[src/rtl/fetch_unit.sv]
// Instruction fetch front end: drives the prog_mem word address from the fetch PC and
// buffers fetched words with their byte PCs in a small FIFO handed to decode via valid/ready.
module fetch_unit #(
  parameter logic [31:0] RESET_PC   = 32'h0000_0000,
  parameter int          FIFO_DEPTH = 2
) (
  input  logic                          clk,
  input  logic                          reset,
  output logic [31:0]                   mem_addr,
  input  logic [31:0]                   mem_data,
  input  logic                          redirect_valid,
  input  logic [31:0]                   redirect_pc,
  output logic                          instr_valid,
  input  logic                          instr_ready,
  output logic [31:0]                   instr,
  output logic [31:0]                   instr_pc,
  output logic [$clog2(FIFO_DEPTH):0]   fifo_level
);

  localparam int AW = $clog2(FIFO_DEPTH);
  localparam int LW = AW + 1;
  localparam logic [LW-1:0] FULL_LVL = LW'(FIFO_DEPTH);
  localparam logic [31:0]   PC_MASK  = 32'hFFFF_FFFC;

  logic [31:0]   fetch_pc;
  logic [AW-1:0] wr_ptr;
  logic [AW-1:0] rd_ptr;
  logic [LW-1:0] level;
  logic [31:0]   word_buf [FIFO_DEPTH];
  logic [31:0]   pc_buf   [FIFO_DEPTH];
  logic          vld;
  logic          pop;
  logic          push;

  assign vld  = (level != '0);
  assign pop  = vld & instr_ready;
  // A pop frees the slot the incoming word takes, so a full FIFO keeps streaming.
  assign push = !redirect_valid & ((level < FULL_LVL) | pop);

  // Control state: fetch PC, pointers and occupancy.
  always_ff @(posedge clk) begin
    if (reset) begin
      fetch_pc <= RESET_PC & PC_MASK;
      wr_ptr   <= '0;
      rd_ptr   <= '0;
      level    <= '0;
    end else if (redirect_valid) begin
      fetch_pc <= redirect_pc & PC_MASK;
      wr_ptr   <= '0;
      rd_ptr   <= '0;
      level    <= '0;
    end else begin
      if (push) begin
        fetch_pc <= fetch_pc + 32'd4;
        wr_ptr   <= wr_ptr + AW'(1);
      end
      if (pop) begin
        rd_ptr <= rd_ptr + AW'(1);
      end
      case ({push, pop})
        2'b10:   level <= level + LW'(1);
        2'b01:   level <= level - LW'(1);
        default: level <= level;
      endcase
    end
  end

  // Buffer storage: payload only, occupancy above decides what is live.
  always_ff @(posedge clk) begin
    if (push) begin
      word_buf[wr_ptr] <= mem_data;
      pc_buf[wr_ptr]   <= fetch_pc;
    end
  end

  assign mem_addr    = {2'b00, fetch_pc[31:2]};
  assign instr_valid = vld;
  assign instr       = vld ? word_buf[rd_ptr] : 32'd0;
  assign instr_pc    = vld ? pc_buf[rd_ptr]   : 32'd0;
  assign fifo_level  = level;

endmodule

[config.mk]
export PLATFORM = sky130hd
export DESIGN_NAME = fetch_unit
export DESIGN_NICKNAME = d
export VERILOG_FILES = /design/src/rtl/fetch_unit.sv
export SDC_FILE = /design/constraint.sdc
export NUM_CORES = 1
export LEC_CHECK = 0
export ABC_AREA = 1
export ABC_CLOCK_PERIOD_IN_PS = 5500
export CAP_MARGIN = 20
export CORE_MARGIN = 2
export CORE_UTILIZATION = 50
export CTS_BUF_LIST = sky130_fd_sc_hd__clkbuf_4 sky130_fd_sc_hd__clkbuf_8 sky130_fd_sc_hd__clkbuf_16
export CTS_CLUSTER_SIZE = 40
export DETAILED_ROUTE_END_ITERATION = 16
export HOLD_SLACK_MARGIN = 0.02
export PLACE_DENSITY = 0.8
export RECOVER_POWER = 50
export SETUP_SLACK_MARGIN = 0.02
export SLEW_MARGIN = 20
export SYNTH_ARGS = -nofsm -noshare
export SYNTH_HDL_FRONTEND = slang
export SYNTH_SLANG_ARGS = --single-unit
[constraint.sdc]
create_clock -name clk -period 5.5 [get_ports clk]
set_input_delay 1.1 -clock clk [delete_from_list [all_inputs] [get_ports clk]]
set_output_delay 1.1 -clock clk [all_outputs]
set_load 0.01 [all_outputs]
==> impl_metrics.toml <==
[status]
outcome = "finished clean"

[finish]
area_growth_pct = 33.5
seq_area_um2 = 4430
fin_cells = 1089
nNetsFinal = 966
drive_gt1_frac = 0.0484
layout_common_cells = "nand2_1 (244), edfxtp_1 (124), clkdlybuf4s50_1 (93), a21oi_1 (85), dlygate4sd3_1 (67)"
multiInputGateArea_um2 = 2170
nFillCells = 1084
final_common_cell = "nand2_1"
antenna_cells = 0

[power]
p_clk_frac = 0.414
peakVddDrop_mv = 0.183
switching_share = 0.216
p_int_w = 0.00222
p_per_area_nw_per_um2 = 304
p_sw_w = 0.000612
p_total_w = 0.00283
power_frac_seq = 0.494
power.leakage_nw = 3.47
p_comb_frac = 0.092

[sta]
maxSlewHeadroom = 0.193
fin_ws_ps = 1460
tns_ps = 0
tightest_slew_ps = 1210
final-hold-violation-count = 0
max_freq_ghz = 0.247
period_share = 0.735
drv_slew = 0
finalSetupViolCount = 0
finClkSkew_ps = 6.65
rsz0062_at_grt = "false"
fin_crit_ps = 4040

[clocking]
cts_resized = 0
cts_hold_buf = 0
cts_tree = "yes"
post_cts_buffers = 0
htreeDepth = 4
clockRootBuffer = "clkbuf_16"
clock_latency_ps = 410
cts.clk_slew.worst_paths_ps = 60
cts_buffer_depth = 2
cts_sinks = 159
cts_buffers = 17

[floorplanning]
dieWidth_um = 122
io_pins = 167
fp.coreArea_um2 = 13800
die_area_um2 = 14900
start_util = 0.507
num_rows = 43
die_y_um = 122

[detailed_routing]
drtAntennaViolNets = 0
vias = 5588
wl_per_cell_um = 14.8
wl_mm = 16.1
drtIter0Drc = 349
vias_per_cell = 5.13
drt-pass1-iter-count = 5
drcViolationCount = 0

[placed_design]
port_buffers = 160
place_congestion = 0.891
place_ws_ps = 1980
dp.cells = 1057
hpwl_mm = 10.4

[synth]
syn_area_um2 = 6980
synthDistinctLibCells = 33
synth_area_leaders = "edfxtp_1 (53%), nand2_1 (13%), dfxtp_1 (10%), a21oi_1 (6.1%), inv_1 (3.3%)"
yosysTopAreaCellShare = 0.533
syn_inst = 743
ys_seq_area_frac = 0.634
yosysTopAreaCell = "edfxtp_1"
yosysWarnings = 0
ys_seq_elements = 159
syn_avg_cell_area_um2 = 9.40

[worst_setup_path]
cp.arrival_ps = 4290
reg2reg_to = "fetch_pc[12]"
worstSetupPathType = "in -> reg"
cp.required_ps = 5750
slowest_stage = "clkbuf_1"
path_common_cell = "inv_1"
reg2reg_slack_ps = 2500
reg2reg_depth = 7
startpoint_type = "input port"
cpPeakStageDelay_ps = 890
crit_chain = "dlygate4sd3_1 > clkbuf_1 > inv_1 > nand2_1 > inv_1 > nand3_1 > a31oi_1"
cp_max_fo = 26
cp-end-kind = "flop"
rr_startpoint = "fifo_level[1]"

[worst_hold_path]
min_to = "wr_ptr"
hold_path_depth = 2
min_path_type = "reg -> reg"
min_from = "wr_ptr"

[global_routing]
antenna_found_initial = 0
grt_pass1_wl_mm = 25.6
grt.total_usage = 0.226
grt_max_degree = 63
grt_overflow = 0
grt_pass1_vias = 5170

[run]
drv_cap = 0
==> power by group through the flow <==
stage          Clock [W]  Combinational, W  Sequential, W
2_1_floorplan          0          0.000120        0.00142
3_3_place_gp           0          0.000268        0.00142
3_5_place_dp           0          0.000274        0.00143
4_1_cts          0.00119          0.000275        0.00140
5_1_grt          0.00124          0.000290        0.00141
6_report         0.00117          0.000262        0.00140
==> logic make-up (layout without fill, tap and decap cells) <==
logic type      count (synthesis)  count (layout)  synth area share
simple gates                  353             353             0.204
flops                         159             159             0.634
compound gates                124             124            0.0939
buf+inv                        99             262            0.0577
xor+xnor                        5               5           0.00627
fa+ha+maj                       2               2           0.00358
other cells                     1               4          0.000537
==> cells in the mapped netlist, drive strengths merged <==
cell type and count:
nand4 6, nand3b 1, inv 65, o221ai 2, clkbuf 25, o21bai 1, nand2 245, nor3b 2
nor3 4, dfxtp 35, xnor2 2, nor2 59, ha 2, a21oi 85, a31oi 7, edfxtp 124
nand3 35, or2 1, conb 1, o211ai 1, buf 9, xor2 3, o21ai 27, a211oi 1
==> worst max-delay path by stage <==
stage | startpoint | endpoint | slack [ps] | cells after the start
2_1_floorplan | redirect_valid | pc_buf[0][10] | 840 | 4
3_3_place_gp | redirect_valid | pc_buf[0][24] | 2010 | 6
3_5_place_dp | redirect_valid | pc_buf[0][24] | 1980 | 6
4_1_cts | fifo_level[1] | instr_pc[4] | 1780 | 4
5_1_grt | redirect_valid | fetch_pc[17] | 1170 | 7
6_report | redirect_valid | fetch_pc[12] | 1460 | 7
==> critical path: cells and delay by family <==
family / cells / cell delay, ps
compound gates: 1 / 90
simple gates: 2 / 730
buf+inv: 4 / 2370
==> sequential cells by signal, indices dropped and copies added, names as in the netlist, named ones only <==
signal,flops
fetch_pc,30
fifo_level,2
pc_buf,60
rd_ptr,1
word_buf,64
wr_ptr,1
==> stage by stage <==
stage | hold WS [ps] | instance area (um^2) | util
floorplan | 458 | 6990 | -
global placement | 505 | 8730 | 0.634
detailed placement | 521 | 8730 | 0.634
CTS | 530 | 9330 | 0.677
global route | 548 | 9320 | 0.677
finish | 530 | 9320 | 0.677
==> cell type report <==
type,count,area share
sequential,159,0.475
inverter,65,0.0262
clock inverter,11,0.0150
timing repair buffer,165,0.177
multi-input combinational,488,0.233
clock buffer,21,0.0495
tap,180,0.0242
==> metal layers <==
| metal | up-vias | share of wire | global-route usage | wire [um] |
|---|---|---|---|---|
| li1 | 2779 | - | - | - |
| met1 | 2585 | 0.42 | 0.288 | 6770 |
| met2 | 196 | 0.50 | 0.378 | 8030 |
| met3 | 28 | 0.061 | 0.0454 | 987 |
| met4 | 0 | 0.019 | 0.0934 | 314 |
| met5 | - | 0 | 0 | 0 |
(Power assumes the default switching activity.)
==> edit 1, RTL diff (config.mk and constraints unchanged) <==
Reset style: asynchronous (`reset`), changed in one clocked block.
--- a/src/rtl/fetch_unit.sv
+++ b/src/rtl/fetch_unit.sv
@@ -38,7 +38,7 @@
   assign push = !redirect_valid & ((level < FULL_LVL) | pop);
 
   // Control state: fetch PC, pointers and occupancy.
-  always_ff @(posedge clk) begin
+  always_ff @(posedge clk or posedge reset) begin
     if (reset) begin
       fetch_pc <= RESET_PC & PC_MASK;
       wr_ptr   <= '0;
Function: differs if reset is asserted again (counterexample within 4 cycles, from zero or initial values and one cycle with reset high); with reset held inactive, the same outputs for 4 cycles.
==> edit 1 against the original RTL <==
- the flow now finishes with violations (max-capacitance violations, max-slew violations)
- largest cell class unchanged
- wire length rose by 0.94%
- setup slack got worse by 0.052 ns
- sequential cell count fell by 1
- synthesized area fell by 0.48%
- clock skew rose by 0.0020 ns
- utilization rose by 0.51 points
- highest routed layer unchanged
- design area rose by 0.36%
- count of clock-buffer cells in the layout fell by 2
Power is not compared: it rests on default switching activity, and its combinational part moved more than twofold at a synthesized area within 25%.
==> edit 1: results <==
[sta]
maxSlewViolCount = 35
skew_ns = 0.00862
maxSlewHeadroom_pct = -30.8

[drt]
via_count = 5485
wl_um = 16300
dr.first_iter.drc_count = 431
firstDrtPassIters = 5

[grt]
grt_pass1_vias = 5148
grt_pass1_wl_um = 25000
grt_max_degree = 65
gr-usage-all-layers_pct = 22.4

[worst_setup_path]
cp_max_fo = 29
arrival_ns = 4.41
reg2reg_slack_ns = 2.89
r2r_cells = 8
critPathCaptureType = flop
crit_start = redirect_valid
cp_top_family = buffers and inverters
r2r_start = fifo_level[1]$_DFFE_PP0P_
cpPeakStageDelay_ns = 0.96
timing.rr.end = fetch_pc[15]$_DFFE_PP0P_

[status]
violations = max-capacitance violations, max-slew violations
status = finished with violations

[cts]
h-tree-depth = 4
clk-insertion-delay-late_ns = 0.43
numCtsBuffers = 17
cts-root-buf = clkbuf_16
post-cts-setup-buffer-count = 0
clk_pin_slew_ns = 0.06

[place]
port_buffers = 160
dp_hpwl_um = 10400
gp_congestion = 0.906

[synth]
synth_cell_types = 31
synth_common_cells = nand2_1, edfxtp_1, a21oi_1, nor2_1, inv_1
synthAdderAreaFrac_pct = 0.180
synth_warnings = 0
synth_seq_area_share_pct = 65.8
synthXorXnorAreaFrac_pct = 0.504
ys_top_cells_by_area = edfxtp_1, nand2_1, dfrtp_1
synth_compound_area_share_pct = 8.48
async_flop_share_pct = 21.5

[run]
drv_cap = 1

[layout]
nets = 926
n_antenna_cell = 0
layout-drive-gt1-share_pct = 6.21
largestRegisters = word_buf x64, pc_buf x60, fetch_pc x30
nFillCells = 1029

[power_and_ir_drop]
vdd_drop_max_v = 0.000197
power.leakage_nw = 3.65
powerComb_mw = 0.532
pwr-share-comb_pct = 16.3

[min_path]
min_path_type = flop to flop
## edit 1: logic make-up after synthesis
group / count (synthesis)
AOI/OAI and AO/OA: 109
DFF: 158
and+or+nand+nor: 345
other: 1
buffers and inverters: 81
xor gates and xnor gates: 4
adders and majority gates: 1
## edit 1: per-stage QoR
stage,cell area [sq um],setup slack [ns],cells
after global placement,8730,1.93,1018
final,9350,1.41,1050
after floorplan,6960,0.950,702
after global routing,9350,1.12,1050
after CTS,9360,1.62,1050
after detailed placement,8730,1.88,1018
## edit 1: worst min path at each step
stage	from	end	slack, ns	cells past startpoint
2_1_floorplan	wr_ptr$_DFFE_PP0P_	wr_ptr$_DFFE_PP0P_	0.52	2
3_3_place_gp	fetch_pc[31]$_DFFE_PP0P_	pc_buf[0][31]$_DFFE_PP_	0.56	0
3_5_place_dp	fetch_pc[31]$_DFFE_PP0P_	pc_buf[0][31]$_DFFE_PP_	0.57	0
4_1_cts	fetch_pc[31]$_DFFE_PP0P_	pc_buf[0][31]$_DFFE_PP_	0.59	0
5_1_grt	fetch_pc[31]$_DFFE_PP0P_	pc_buf[0][31]$_DFFE_PP_	0.61	0
6_report	fetch_pc[6]$_DFFE_PP0P_	pc_buf[0][6]$_DFFE_PP_	0.59	0
## edit 1: layer usage
metal / vias to the layer above / track usage [%] / wire length (um)
li1: 2658 / - / -
met1: 2575 / 28.6 / 6670
met2: 226 / 37.4 / 8070
met3: 26 / 4.54 / 1170
met4: 0 / 9.34 / 346
met5: - / 0 / 0
## edit 1: cell type report
class                           instances  share of cell area, %
Sequential cell                       158                   48.9
Tap cell                              180                   2.41
Clock buffer                           19                   4.71
Timing Repair Buffer                  168                   17.9
Inverter                               49                   1.98
Clock inverter                         13                   2.03
Multi-Input combinational cell        463                   22.0
==> edit 2, RTL diff (same flow settings) <==
Without the edit above. The parameter `FIFO_DEPTH` goes from 2 to 4.
--- a/src/rtl/fetch_unit.sv
+++ b/src/rtl/fetch_unit.sv
@@ -2,7 +2,7 @@
 // buffers fetched words with their byte PCs in a small FIFO handed to decode via valid/ready.
 module fetch_unit #(
   parameter logic [31:0] RESET_PC   = 32'h0000_0000,
-  parameter int          FIFO_DEPTH = 2
+  parameter int          FIFO_DEPTH = 4
 ) (
   input  logic                          clk,
   input  logic                          reset,
Interface: changed (resized fifo_level); port bits go from 167 to 168. The function was not compared with the original's and may differ.
==> edit 2 against the original RTL <==
- count of clock-buffer cells in the layout up 16
- power up 65%
- wire length up 74%
- register-to-register slack worse by 0.07 ns
- clock power up 56%
- die area up 70%
- largest cell class unchanged
- first-iteration DRC count up 130%
- sequential cell count up 128
- largest power group unchanged
- critical path type unchanged
- setup slack worse by 0.57 ns
- critical endpoint is now word_buf[1][26]$_DFFE_PP_
- synthesized area up 73%
- the flow now finishes with violations (max-capacitance violations, max-slew violations)
- clock skew up 0.018 ns
- design area up 59%
==> edit 2: results <==
[sta]
maxSlewViolCount = 207
skew_ns = 0.0249
whs_ns = 0.475

[place]
place_ws_ns = 1.52
dp_cells = 1555
dp_hpwl_um = 15900

[status]
status = finished with violations
violations = max-capacitance violations, max-slew violations

[layout]
nets = 1342
nMultiInputCombCells = 738
sh_seq_area_pct = 55.7
non_clock_buffer_area_share_pct = 11.4
inverters = 38
largestRegisters = word_buf x128, pc_buf x120, fetch_pc x30
clkCellAreaFrac_pct = 6.03

[synth]
synth.cell_area_sq_um = 12000
synth_seq_area_share_pct = 68.3
synth_edf_count = 248

[worst_setup_path]
arrival_ns = 4.49
reg2reg_slack_ns = 2.43
r2r_cells = 4
r2r_start = fifo_level[2]$_SDFFE_PP0P_

[run]
drv_cap = 4

[grt]
antenna_found_initial = 1
met1_usage_pct = 27.7

[drt]
wl_um = 28100
met2_length_um = 13900
via_per_inst = 5.43
post_drt_wl_per_cell_um = 17.4
dr.first_iter.drc_count = 796

[cts]
numCtsBuffers = 29
cts.sinks = 287

[power_and_ir_drop]
vdd_drop_max_v = 0.000168
power.leakage_nw = 5.07
-- edit 2: worst max-delay path by stage --
stage / end / slack [ns]
floorplan: pc_buf[0][10]$_DFFE_PP_ / 0.96
global placement: instr_pc[20] / 1.61
detailed placement: instr_pc[29] / 1.52
CTS: instr_pc[29] / 0.93
global route: word_buf[1][24]$_DFFE_PP_ / 0.55
finish: word_buf[1][26]$_DFFE_PP_ / 0.89
-- edit 2: report_power, final --
group | internal (mW) | leakage (nW) | switching, mW
sequential | 2.45 | 2.63 | 0.0577
clock | 1.05 | 0.449 | 0.775
combinational | 0.157 | 1.99 | 0.194
total | 3.66 | 5.07 | 1.03
-- edit 2: logic make-up after synthesis --
| logic type | Yosys count | share of synthesized area, % |
|---|---|---|
| AOI/OAI and AO/OA | 260 | 11.5 |
| xor gates and xnor gates | 10 | 0.727 |
| adders and majority gates | 7 | 0.789 |
| buffers and inverters | 100 | 3.51 |
| DFF | 287 | 68.3 |
| other | 1 | 0.0311 |
| and+or+nand+nor | 457 | 15.2 |
